## src/rtl/seq_alu_pkg.sv

```systemverilog
// Shared types for seq_alu: opcode and FSM state encodings plus opcode classification helpers.
// Optional divider support is selected in seq_alu by the SEQ_ALU_DIV_EN macro.
package seq_alu_pkg;

    localparam int unsigned OP_W = 3;

    typedef enum logic [OP_W-1:0] {
        OP_ADD = 3'd0,
        OP_MUL = 3'd1,
        OP_MOD = 3'd2,
        OP_AND = 3'd3,
        OP_SUB = 3'd4,
        OP_DIV = 3'd5,
        OP_OR  = 3'd6,
        OP_XOR = 3'd7
    } alu_op_e;

    typedef enum logic [1:0] {
        IDLE,
        BUSY,
        DONE
    } alu_state_e;

    function automatic logic is_multicycle(alu_op_e op);
        return (op == OP_MUL) || (op == OP_DIV) || (op == OP_MOD);
    endfunction

    function automatic logic is_divide(alu_op_e op);
        return (op == OP_DIV) || (op == OP_MOD);
    endfunction

endpackage

```

## src/rtl/seq_alu_divider.sv

```systemverilog
// Iterative restoring divider, one quotient bit per cycle for WIDTH cycles after start.
// done is high during the final iteration; quotient/remainder are valid in that same cycle.
module seq_alu_divider #(
    parameter int unsigned WIDTH = 8,
    parameter int unsigned CNT_W = $clog2(WIDTH + 1)
) (
    input  logic             clk,
    input  logic             rst,
    input  logic             start,
    input  logic [WIDTH-1:0] dividend,
    input  logic [WIDTH-1:0] divisor,
    output logic             busy,
    output logic             done,
    output logic [WIDTH-1:0] quotient,
    output logic [WIDTH-1:0] remainder
);

    logic             busy_q;
    logic [CNT_W-1:0] cnt_q;
    logic [WIDTH-1:0] rem_q, quo_q, dvs_q;
    logic [WIDTH:0]   shifted, trial;
    logic             ge;
    logic [WIDTH-1:0] rem_next, quo_next;

    // Bring the next dividend bit into the partial remainder and try the subtraction.
    assign shifted  = {rem_q, quo_q[WIDTH-1]};
    assign ge       = (shifted >= {1'b0, dvs_q});
    assign trial    = shifted - {1'b0, dvs_q};
    assign rem_next = ge ? trial[WIDTH-1:0] : shifted[WIDTH-1:0];
    assign quo_next = {quo_q[WIDTH-2:0], ge};

    assign busy      = busy_q;
    assign done      = busy_q && (cnt_q == CNT_W'(WIDTH - 1));
    assign quotient  = quo_next;
    assign remainder = rem_next;

    always_ff @(posedge clk) begin
        if (rst) begin
            busy_q <= 1'b0;
            cnt_q  <= '0;
            rem_q  <= '0;
            quo_q  <= '0;
            dvs_q  <= '0;
        end else if (start) begin
            busy_q <= 1'b1;
            cnt_q  <= '0;
            rem_q  <= '0;
            quo_q  <= dividend;
            dvs_q  <= divisor;
        end else if (busy_q) begin
            rem_q <= rem_next;
            quo_q <= quo_next;
            cnt_q <= cnt_q + CNT_W'(1);
            if (done) begin
                busy_q <= 1'b0;
            end
        end
    end

endmodule

```

## src/rtl/seq_alu.sv

```systemverilog
// Sequential ALU with valid/ready handshake: 1-cycle logic/arith ops, iterative MUL/DIV/MOD.
// Define SEQ_ALU_DIV_EN to build the divider; otherwise DIV/MOD return 0 with err set.
module seq_alu
    import seq_alu_pkg::*;
#(
    parameter int unsigned WIDTH = 8,
    parameter int unsigned CNT_W = $clog2(WIDTH + 1)
) (
    input  logic               clk,
    input  logic               rst,
    input  logic               in_valid,
    output logic               in_ready,
    input  logic [WIDTH-1:0]   a,
    input  logic [WIDTH-1:0]   b,
    input  logic [OP_W-1:0]    op,
    output logic               out_valid,
    input  logic               out_ready,
    output logic [2*WIDTH-1:0] result,
    output logic               carry,
    output logic               zero,
    output logic               err
);

    localparam int unsigned RW = 2 * WIDTH;

    alu_state_e       state_q, state_d;
    alu_op_e          op_in, op_q, op_d;
    logic             accept, go_busy;
    logic [RW-1:0]    result_q, result_d;
    logic             carry_q, carry_d, zero_q, zero_d, err_q, err_d;
    logic [RW-1:0]    acc_q, acc_d, mcand_q, mcand_d, acc_step;
    logic [WIDTH-1:0] mplier_q, mplier_d;
    logic [CNT_W-1:0] mul_cnt_q, mul_cnt_d;
    logic [WIDTH:0]   sum;
    logic [WIDTH-1:0] diff;

    assign op_in     = alu_op_e'(op);
    // Gate with rst so nothing is accepted in the reset cycle even if already idle.
    assign in_ready  = (state_q == IDLE) && !rst;
    assign accept    = in_valid && in_ready;
    assign out_valid = (state_q == DONE);
    assign result    = result_q;
    assign carry     = carry_q;
    assign zero      = zero_q;
    assign err       = err_q;

    assign sum      = {1'b0, a} + {1'b0, b};
    assign diff     = a - b;
    assign acc_step = mplier_q[0] ? (acc_q + mcand_q) : acc_q;

`ifdef SEQ_ALU_DIV_EN
    logic             div_start, div_busy, div_done;
    logic [WIDTH-1:0] div_quot, div_rem;

    assign div_start = accept && is_divide(op_in) && (b != '0);
    assign go_busy   = is_multicycle(op_in) && !(is_divide(op_in) && (b == '0));

    seq_alu_divider #(
        .WIDTH (WIDTH),
        .CNT_W (CNT_W)
    ) u_divider (
        .clk       (clk),
        .rst       (rst),
        .start     (div_start),
        .dividend  (a),
        .divisor   (b),
        .busy      (div_busy),
        .done      (div_done),
        .quotient  (div_quot),
        .remainder (div_rem)
    );
`else
    assign go_busy = (op_in == OP_MUL);
`endif

    always_comb begin
        state_d   = state_q;
        op_d      = op_q;
        result_d  = result_q;
        carry_d   = carry_q;
        zero_d    = zero_q;
        err_d     = err_q;
        acc_d     = acc_q;
        mcand_d   = mcand_q;
        mplier_d  = mplier_q;
        mul_cnt_d = mul_cnt_q;

        unique case (state_q)
            IDLE: begin
                if (accept) begin
                    op_d     = op_in;
                    result_d = '0;
                    carry_d  = 1'b0;
                    err_d    = 1'b0;
                    unique case (op_in)
                        OP_ADD: begin
                            result_d = RW'(sum[WIDTH-1:0]);
                            carry_d  = sum[WIDTH];
                        end
                        OP_SUB: begin
                            result_d = RW'(diff);
                            carry_d  = (a < b);
                        end
                        OP_AND: result_d = RW'(a & b);
                        OP_OR:  result_d = RW'(a | b);
                        OP_XOR: result_d = RW'(a ^ b);
                        OP_MUL: begin
                            acc_d     = '0;
                            mcand_d   = RW'(a);
                            mplier_d  = b;
                            mul_cnt_d = '0;
                        end
                        OP_DIV, OP_MOD: begin
`ifdef SEQ_ALU_DIV_EN
                            if (b == '0) begin
                                err_d    = 1'b1;
                                result_d = (op_in == OP_DIV) ? RW'({WIDTH{1'b1}}) : RW'(a);
                            end
`else
                            err_d = 1'b1;
`endif
                        end
                        default: result_d = '0;
                    endcase
                    state_d = go_busy ? BUSY : DONE;
                end
            end
            BUSY: begin
                if (op_q == OP_MUL) begin
                    acc_d     = acc_step;
                    mcand_d   = mcand_q << 1;
                    mplier_d  = mplier_q >> 1;
                    mul_cnt_d = mul_cnt_q + CNT_W'(1);
                    if (mul_cnt_q == CNT_W'(WIDTH - 1)) begin
                        result_d = acc_step;
                        state_d  = DONE;
                    end
                end else begin
`ifdef SEQ_ALU_DIV_EN
                    if (div_done) begin
                        result_d = (op_q == OP_DIV) ? RW'(div_quot) : RW'(div_rem);
                        state_d  = DONE;
                    end else if (!div_busy) begin
                        state_d = IDLE;
                    end
`else
                    state_d = IDLE;
`endif
                end
            end
            DONE: begin
                if (out_ready) begin
                    state_d = IDLE;
                end
            end
            default: state_d = IDLE;
        endcase

        // Flags are frozen with the result on entry to DONE.
        if (state_d == DONE && state_q != DONE) begin
            zero_d = (result_d == '0);
        end
    end

    always_ff @(posedge clk) begin
        if (rst) begin
            state_q   <= IDLE;
            op_q      <= OP_ADD;
            result_q  <= '0;
            carry_q   <= 1'b0;
            zero_q    <= 1'b0;
            err_q     <= 1'b0;
            acc_q     <= '0;
            mcand_q   <= '0;
            mplier_q  <= '0;
            mul_cnt_q <= '0;
        end else begin
            state_q   <= state_d;
            op_q      <= op_d;
            result_q  <= result_d;
            carry_q   <= carry_d;
            zero_q    <= zero_d;
            err_q     <= err_d;
            acc_q     <= acc_d;
            mcand_q   <= mcand_d;
            mplier_q  <= mplier_d;
            mul_cnt_q <= mul_cnt_d;
        end
    end

endmodule

```

## config.mk

```make
export PLATFORM = sky130hd
export DESIGN_NAME = seq_alu
export DESIGN_NICKNAME = d
export VERILOG_FILES = /design/src/rtl/seq_alu_pkg.sv /design/src/rtl/seq_alu_divider.sv /design/src/rtl/seq_alu.sv
export SDC_FILE = /design/constraint.sdc
export NUM_CORES = 1
export LEC_CHECK = 0
export CELL_PAD_IN_SITES_DETAIL_PLACEMENT = 0
export CELL_PAD_IN_SITES_GLOBAL_PLACEMENT = 2
export CORE_UTILIZATION = 30
export DETAILED_ROUTE_END_ITERATION = 8
export DONT_BUFFER_PORTS = 1
export GPL_ROUTABILITY_DRIVEN = 0
export PLACE_DENSITY = 0.74
export SLEW_MARGIN = 5
export SYNTH_ARGS = -nofsm -noshare
export SYNTH_HDL_FRONTEND = slang
export SYNTH_SLANG_ARGS = --single-unit
```

## constraint.sdc

```tcl
create_clock -name clk -period 3.08 [get_ports clk]
set_input_delay 0.616 -clock clk [delete_from_list [all_inputs] [get_ports clk]]
set_output_delay 0.616 -clock clk [all_outputs]
set_load 0.02 [all_outputs]
```

# Word level (Yosys, flattened, before mapping)

Cells that the tools add are included.

Add/sub/neg operators: 4
$lt $le $gt $ge: 1
Equal/unequal tests: 16
Multiplexer cells: 30
Bitwise operators: 3
Reductions and logical operators: 11

Operators with widths:

| cell                | count |
|---|---|
| $mux 16             | 10 |
| $pmux 16 s2         | 3 |
| $pmux 8 s5          | 1 |
| $mux 8              | 3 |
| $add 16x16->16      | 1 |
| $logic_not 16->1    | 1 |
| $pmux 8 s2          | 1 |
| $eq 3x3->1 const B  | 4 |
| $mux 4              | 3 |
| $mux 2              | 5 |
| $add 8x8->9         | 1 |
| $and 8x8->8         | 1 |
| $lt 8x8->1          | 1 |
| $ne 2x2->1 const B  | 4 |
| $or 8x8->8          | 1 |
| $pmux 4 s2          | 1 |
| $sub 8x8->8         | 1 |
| $xor 8x8->8         | 1 |
| $eq 3x1->1 const B  | 2 |
| $eq 3x2->1 const B  | 2 |
| $pmux 2 s3          | 1 |
| $add 4x1->4 const B | 1 |
| $eq 2x2->1 const B  | 2 |
| $eq 4x3->1 const B  | 1 |
| other kinds (11)    | 13 |

Flip-flop bits (word level): 68
Bits of input ports: 23

# Longest topological paths before layout

Gate-level depths: netlist of run 1.

Depth in word-level cells: 7
Mapped depth: 13
Gate-level depth less buffers: 13

# Least setup slack after synthesis of run 1

Ideal clock, no wire load.

Path kind: input to register
Start point: in a[0]
End point: reg zero_q (netlist: zero)
Setup time: 0.096 ns
Data arrival time: 3.008 ns
Required time: 2.984 ns
Path slack: -0.024 ns
Stages on the path: 13
Buffers on the path: 0
Cell sequence: inv_1 ha_1 inv_1 fa_1 nor2b_1 o211ai_1 a21oi_1 o211ai_1 o211ai_1 or4_1 nor4_1 o2111ai_1 o41ai_2

Word-level cells in the longest chain between the ends: 5

Ends and longest elaborated chain:

| item                                | RTL line       | RTL |
|---|---|---|
| start: declaration                  | seq_alu.sv:13  | `input logic [WIDTH-1:0] a,` |
| $sub 8x8->8 (tied with other cells) | seq_alu.sv:48  | `assign diff = a - b;` |
| $pmux 8 s5 (*)                      | seq_alu.sv:95  | `unique case (op_in)` |
| $mux 16 (*)                         | seq_alu.sv:90  | `if (accept) begin` |
| $pmux 16 s2 (*)                     | seq_alu.sv:88  | `unique case (state_q)` |
| $logic_not 16->1 (*)                | seq_alu.sv:161 | `zero_d = (result_d == '0);` |
| end signal: assignment              | seq_alu.sv:182 | `zero_q <= zero_d;` |
| end: declaration                    | seq_alu.sv:30  | `logic carry_q, carry_d, zero_q, zero_d, err_q, err_d;` |

Mark *: on every way between the ends. The rest lies on a longest branch, timed or not.
A chain may end at the register's enable or synchronous reset.

# Final worst setup path of run 1

Start point: reg mcand_q[0]
End point: reg zero_q (netlist: zero)

Word-level cells in the longest chain between the ends: 6

Ends and longest elaborated chain:

| item                     | RTL line       | RTL |
|---|---|---|
| start: declaration       | seq_alu.sv:31  | `logic [RW-1:0] acc_q, acc_d, mcand_q, mcand_d, acc_step;` |
| start signal: assignment | seq_alu.sv:185 | `mcand_q <= mcand_d;` |
| $add 16x16->16           | seq_alu.sv:49  | `assign acc_step = mplier_q[0] ? (acc_q + mcand_q) : acc_q;` |
| $mux 16                  | seq_alu.sv:49  |  |
| $mux 16                  | seq_alu.sv:134 | `if (mul_cnt_q == CNT_W'(WIDTH - 1)) begin` |
| $mux 16                  | seq_alu.sv:129 | `if (op_q == OP_MUL) begin` |
| $pmux 16 s2              | seq_alu.sv:88  |  |
| $logic_not 16->1         | seq_alu.sv:161 |  |

No other way between the ends.

==> results of run 1 <==
[layout make-up]
| type | instances | area (um^2) |
|---|---|---|
| clock buffer | 10 | 229 |
| inverter | 28 | 105 |
| tap | 211 | 264 |
| fill | 1630 | 9600 |
| multi-input combinational | 474 | 3200 |
| clock inverter | 6 | 65.1 |
| timing repair buffer | 61 | 495 |
| sequential | 68 | 1360 |
[worst register-to-register path, stage by stage, from the launching register on]
cell       delay, ps
dfxtp_1          360
ha_2             220
fa_2             220
a211oi_2          80
buf_4            140
buf_4            120
o211ai_1         230
nand2_2          140
or3_1            380
a21oi_1          150
o31ai_1           80
buf_4            150
a211oi_2         200
o2111ai_2        130
o41ai_2          210
[registers in the layout, indices dropped and copies added (netlist names), 2 cells and up]
register   cells
acc_q         16
mcand_q       16
mplier_q       8
mul_cnt_q      4
op_q           3
result        16
state_q        2
[power by group]
| group | internal, mW | switching (mW) |
|---|---|---|
| clock network | 0.626 | 0.405 |
| logic | 0.152 | 0.168 |
| registers | 0.896 | 0.0215 |
| total | 1.67 | 0.594 |
[through the flow]
stage	area, um^2	setup TNS (ps)	hold WS (ps)	total power, mW
floorplan	4740	0	444	1.15
global placement	5340	-299	459	1.25
detailed placement	5340	-373	469	1.25
CTS	5680	0	331	2.29
global route	5720	0	331	2.37
finish	5720	0	341	2.27
[worst max path at each step]
stage                            startpoint                 to  slack, ps  cells past startpoint
global route        mcand_q[0]$_SDFFE_PP0P_  zero$_SDFFE_PP0P_         30                     10
detailed placement                     a[0]  zero$_SDFFE_PP0P_       -370                     13
floorplan                              a[0]  zero$_SDFFE_PP0P_         30                     13
CTS                                    a[0]  zero$_SDFFE_PP0P_         20                     13
global placement                       a[0]  zero$_SDFFE_PP0P_       -300                     13
finish              mcand_q[0]$_SDFFE_PP0P_  zero$_SDFFE_PP0P_        180                     14
[metal layers]
| metal | vias up | global-route usage [%] |
|---|---|---|
| met3 | 12 | 3.05 |
| met5 | - | 0 |
| met2 | 90 | 29.4 |
| met4 | 0 | 6.02 |
| met1 | 2086 | 24.6 |
| li1 | 2252 | - |
[logic make-up after synthesis]
kind of cell               after synthesis  synth area share [%]
AOI/OAI and AO/OA                      191                  27.0
xor gates and xnor gates                21                  3.88
adders and majority gates               43                  11.8
buffers and inverters                   65                  5.51
DFF                                     68                  28.7
muxes                                    8                  1.74
and+or+nand+nor                        211                  21.4
[cell usage in the layout, fill, tap and decap left out, types with 4 or more instances in the layout]
master,synthesis,layout
o31ai_1,5,5
nor2_1,98,98
nor2b_1,20,19
buf_4,0,58
dfxtp_1,68,68
o211ai_1,9,9
a21o_1,10,10
nand3b_1,6,6
and3_1,5,5
xnor2_1,14,14
nand2_1,31,30
or2_2,4,4
a211oi_2,0,4
nor3_1,9,9
nand3_1,13,13
a22oi_1,27,27
o21ai_0,30,29
xor2_1,7,7
o21bai_1,5,5
a311oi_1,5,4
mux2i_1,6,5
inv_1,28,28
clkbuf_16,0,9
a21oi_1,47,47
a31oi_1,5,5
a211oi_1,20,16
ha_1,40,39
nand2b_1,5,5
[what timing repair did]
item                       in CTS  in global routing
cloned                          0                  0
pin swaps                       5                  2
setup buffers                   1                  0
setup endpoints to repair       1                  1
resized for setup               7                  9
==> results.py, run 1 <==
metrics = {
    "yosys": {
        "postSynthCellCount": 607,
        "yosysMostFrequentCell": "nor2_1",
        "synth_edf_count": 0,
        "ys_async_sr_fraction_pct": 0,
        "yosysTopAreaCellShare_pct": 28.7,
        "yosys_warnings": 0,
        "synth_area_leaders": "dfxtp_1 29%, ha_1 11%, nor2_1 7.8%, a21oi_1 5.0%, a22oi_1 4.3%",
        "syn_area_per_cell_um2": 7.82,
        "ys_ff_latch": 68,
        "synth-seq-area-share_pct": 28.7,
        "syn_area_um2": 4740,
        "synth_ff_type": "dfxtp_1",
        "yosys.area.top_type": "dfxtp_1",
        "ys_types": 63,
        "synth_common_cells": "98 x nor2_1, 68 x dfxtp_1, 47 x a21oi_1",
        "synth_nets": 673,
    },
    "worst_setup_path": {
        "crit_path_frequent_cell": "buf_4",
        "crit_fanout": 4,
        "reg2reg_from": "mcand_q[0]$_SDFFE_PP0P_",
        "start_kind": "flip-flop",
        "worstSetupPathType": "flip-flop to flip-flop",
        "worstPathCellList": "ha_2 -> fa_2 -> a211oi_2 -> buf_4 -> buf_4 -> o211ai_1 -> nand2_2 -> or3_1 -> a21oi_1 -> o31ai_1 -> buf_4 -> a211oi_2 -> o2111ai_2 -> o41ai_2",
        "end_kind": "flip-flop",
        "required_ps": 3330,
        "slowest_delay_ps": 380,
        "r2r-end": "zero$_SDFFE_PP0P_",
        "worstRegToRegCells": 14,
        "r2r_slack_ps": 180,
        "path_delay_family": "compound AO/OA/AOI/OAI gates",
        "arrival_ps": 3150,
        "critPathBufInv": 3,
        "cpMaxStageDelayCell": "or3_1",
    },
    "global_routing": {
        "grt_max_degree": 72,
        "track_usage_pct": 18.2,
        "grt_remaining_overflow": 0,
        "grt_pass1_vias": 4253,
        "grt_pass1_wl_um": 22900,
        "antenna_found_initial": 0,
    },
    "place": {
        "dp.cells": 841,
        "preCtsSetupSlack_ps": -373,
        "port_buffers": 0,
        "hpwlAfterDp_um": 10700,
    },
    "detailed_routing": {
        "met1_length_um": 6820,
        "ant_nets": 0,
        "via_per_inst": 5.17,
        "avgRoutedWirePerCell_um": 16.4,
        "met3_length_um": 672,
        "drt_pass1_iterations": 4,
        "wl_um": 14100,
        "drt_iter0_drc": 281,
        "top_layer": "met4",
        "wl_met2_um": 6430,
        "drcViolationCount": 0,
        "vias": 4440,
    },
    "clock_network": {
        "ctsHoldBuffers": 0,
        "cts_tree": "yes",
        "cts_sinks": 68,
        "h-tree-depth": 3,
        "clkSlewWorstSetupHoldPaths_ps": 60,
        "clk_latency_ps": 340,
        "clk_path_buf_depth": 2,
        "cts_buffers": 9,
        "clock-root-buffer": "clkbuf_16",
    },
    "sta": {
        "clock_skew_ps": 8.24,
        "fin_ws_ps": 179,
        "max-slew-margin-rel_pct": 48.6,
        "period_needed_ps": 2900,
        "rsz0062_at_grt": "false",
        "finalHoldViolCount": 0,
        "finalSetupViolCount": 0,
        "tightest_slew_ps": 768,
        "drv_slew": 0,
        "fin_crit_sh_pct": 94.2,
        "max_freq_mhz": 345,
    },
    "die": {
        "die_w_um": 128,
        "pin_count": 44,
        "die_h_um": 128,
        "dieArea_um2": 16300,
        "start_util_pct": 31.0,
        "core_um2": 15300,
        "num_rows": 45,
    },
    "final_layout": {
        "final_cells": 858,
        "syn_to_final_growth_pct": 20.5,
        "drive_above_1_share_pct": 16.2,
        "nets": 708,
        "fin_util_pct": 37.3,
        "antenna_cells": 0,
    },
    "min_path": {
        "hold_depth": 1,
        "hold_end": "acc_q[13]$_SDFFE_PP0P_",
        "worstHoldPathType": "input port to flip-flop",
        "hold_start": "rst",
    },
    "power_and_ir_drop": {
        "vdd_drop_max_v": 0.000375,
        "p_leak_nw": 2.33,
        "powerDensity_nw_per_um2": 397,
    },
    "run": {
        "max_cap_viol_count": 0,
    },
    "outcome": {
        "status": "finished, final reports clean",
    },
}
No activity file was read; power rests on OpenSTA's default activity.
==> inputs of run 2 (changes only) <==
--- a/config.mk
+++ b/config.mk
@@ -7,6 +7,7 @@
 export LEC_CHECK = 0
 export CELL_PAD_IN_SITES_DETAIL_PLACEMENT = 0
 export CELL_PAD_IN_SITES_GLOBAL_PLACEMENT = 2
+export CORE_ASPECT_RATIO = 0.9
 export CORE_UTILIZATION = 30
 export DETAILED_ROUTE_END_ITERATION = 8
 export DONT_BUFFER_PORTS = 1
==> run 2 against run 1 <==
- setup slack got worse by 150 ps
- sequential share of layout area about the same
- clock-buffer cell count increased by 1
- global-route usage increased by 0.29 points
- die area about the same
- combinational power increased by 2%
- critical path type unchanged
- largest power group unchanged
- highest routed layer unchanged
==> results.py, run 2 (same netlist as run 1, synthesis figures left out) <==
metrics = {
    "place": {
        "port_buffers": 0,
        "preCtsSetupSlack_ps": -356,
        "hpwlAfterDp_um": 11100,
        "dp.cells": 833,
    },
    "global_routing": {
        "track_usage_pct": 18.5,
        "grt_pass1_wl_um": 23100,
        "grt_max_degree": 72,
        "antenna_found_initial": 0,
        "grt_remaining_overflow": 0,
        "grt_pass1_vias": 4258,
    },
    "sta": {
        "finalHoldViolCount": 0,
        "finalSetupViolCount": 0,
        "clock_skew_ps": 10.9,
        "tightest_slew_ps": 967,
        "rsz0062_at_grt": "true",
        "period_needed_ps": 3050,
        "max_freq_mhz": 328,
        "fin_crit_sh_pct": 99.0,
        "max-slew-margin-rel_pct": 34.6,
        "fin_ws_ps": 32.3,
        "drv_slew": 0,
    },
    "die": {
        "dieArea_um2": 16300,
        "pin_count": 44,
        "core_um2": 15400,
        "num_rows": 43,
        "die_w_um": 135,
        "start_util_pct": 30.7,
        "die_h_um": 121,
    },
    "worst_setup_path": {
        "path_delay_family": "simple AND/OR/NAND/NOR gates",
        "end_kind": "flip-flop",
        "worstSetupPathType": "flip-flop to flip-flop",
        "start_kind": "flip-flop",
        "crit_fanout": 2,
        "critPathBufInv": 0,
        "arrival_ps": 3280,
        "worstPathCellList": "ha_4 -> fa_2 -> mux2i_2 -> nor2_1 -> a311oi_2 -> nand4b_1 -> or4_4 -> nor4_4 -> o2111ai_2 -> o41ai_2",
        "cpMaxStageDelayCell": "or4_4",
        "required_ps": 3310,
        "slowest_delay_ps": 570,
    },
    "detailed_routing": {
        "drt_iter0_drc": 321,
        "avgRoutedWirePerCell_um": 17.1,
        "ant_nets": 0,
        "via_per_inst": 5.22,
        "drt_pass1_iterations": 4,
        "vias": 4441,
        "wl_um": 14500,
        "drcViolationCount": 0,
    },
    "final_layout": {
        "layout_commonest_cell": "nor2_1",
        "drive_above_1_share_pct": 17.6,
        "nets": 710,
        "syn_to_final_growth_pct": 21.1,
        "final_cells": 851,
        "antenna_cells": 0,
        "layout_common_cells": "98 x nor2_1, 64 x dfxtp_1, 62 x buf_4",
    },
    "clock_network": {
        "clk_path_buf_depth": 2,
        "cts_sinks": 68,
        "ctsHoldBuffers": 0,
        "cts_tree": "yes",
        "cts_buffers": 9,
        "clk_latency_ps": 340,
        "clkSlewWorstSetupHoldPaths_ps": 60,
        "h-tree-depth": 3,
        "clock-root-buffer": "clkbuf_16",
    },
    "power_and_ir_drop": {
        "p_leak_nw": 2.31,
        "vdd_drop_max_v": 0.000241,
        "powerDensity_nw_per_um2": 400,
    },
    "min_path": {
        "worstHoldPathType": "input port to flip-flop",
    },
    "outcome": {
        "status": "finished, final reports clean",
    },
    "run": {
        "max_cap_viol_count": 0,
    },
}
==> run 2: cell count changes in the layout (fill, tap and decap cells not counted), sizes merged <==
cell / delta
clkinv: -2
buf: +2
clkinvlp: +2
inv: -1
clkbuf: +1
==> run 2: routing by layer <==
metal  part of all wire, %  GRT usage, %
met1                    49          25.6
met2                    45          28.6
met4                   1.4          5.41
met5                     0             0
met3                   4.9          3.97
==> run 2: final cells by class <==
type | instances | area [um^2]
Sequential cell | 68 | 1370
Inverter | 28 | 118
Multi-Input combinational cell | 474 | 3220
Fill cell | 1551 | 9690
Clock inverter | 5 | 61.3
Timing Repair Buffer | 63 | 485
Clock buffer | 11 | 243
Tap cell | 202 | 253
==> run 2: repair_timing <==
action,CTS,global route
setup endpoints to repair,1,1
pin swaps,0,15
gates resized for setup,2,28
buffers inserted,0,2
hold endpoints to repair,0,0
==> run 2: stage by stage <==
stage          hold slack (ps)  instance area (um^2)  setup TNS, ps  power [mW]  util (%)
2_1_floorplan              444                  4740              0        1.15         -
3_3_place_gp               453                  5310           -221        1.25      34.4
3_5_place_dp               466                  5310           -356        1.25      34.4
4_1_cts                    330                  5630              0        2.32      36.5
5_1_grt                    323                  5750          -93.9        2.41      37.2
6_report                   342                  5750              0        2.30      37.2
==> run 2: worst paths after layout <==
kind	from	end	slack [ps]	cells after the start
setup reg to reg	mcand_q[0]$_SDFFE_PP0P_	zero$_SDFFE_PP0P_	30	10
setup / recovery	mcand_q[0]$_SDFFE_PP0P_	zero$_SDFFE_PP0P_	30	10
hold reg to reg	op_q[0]$_SDFFE_PP0P_	op_q[0]$_SDFFE_PP0P_	460	2
hold / removal	rst	result[0]$_SDFF_PP0_	340	1
==> run 2: where the power goes <==
group / switching (mW) / total, mW / internal, mW
Sequential: 0.0224 / 0.918 / 0.895
Combinational: 0.172 / 0.327 / 0.155
Clock: 0.405 / 1.06 / 0.651
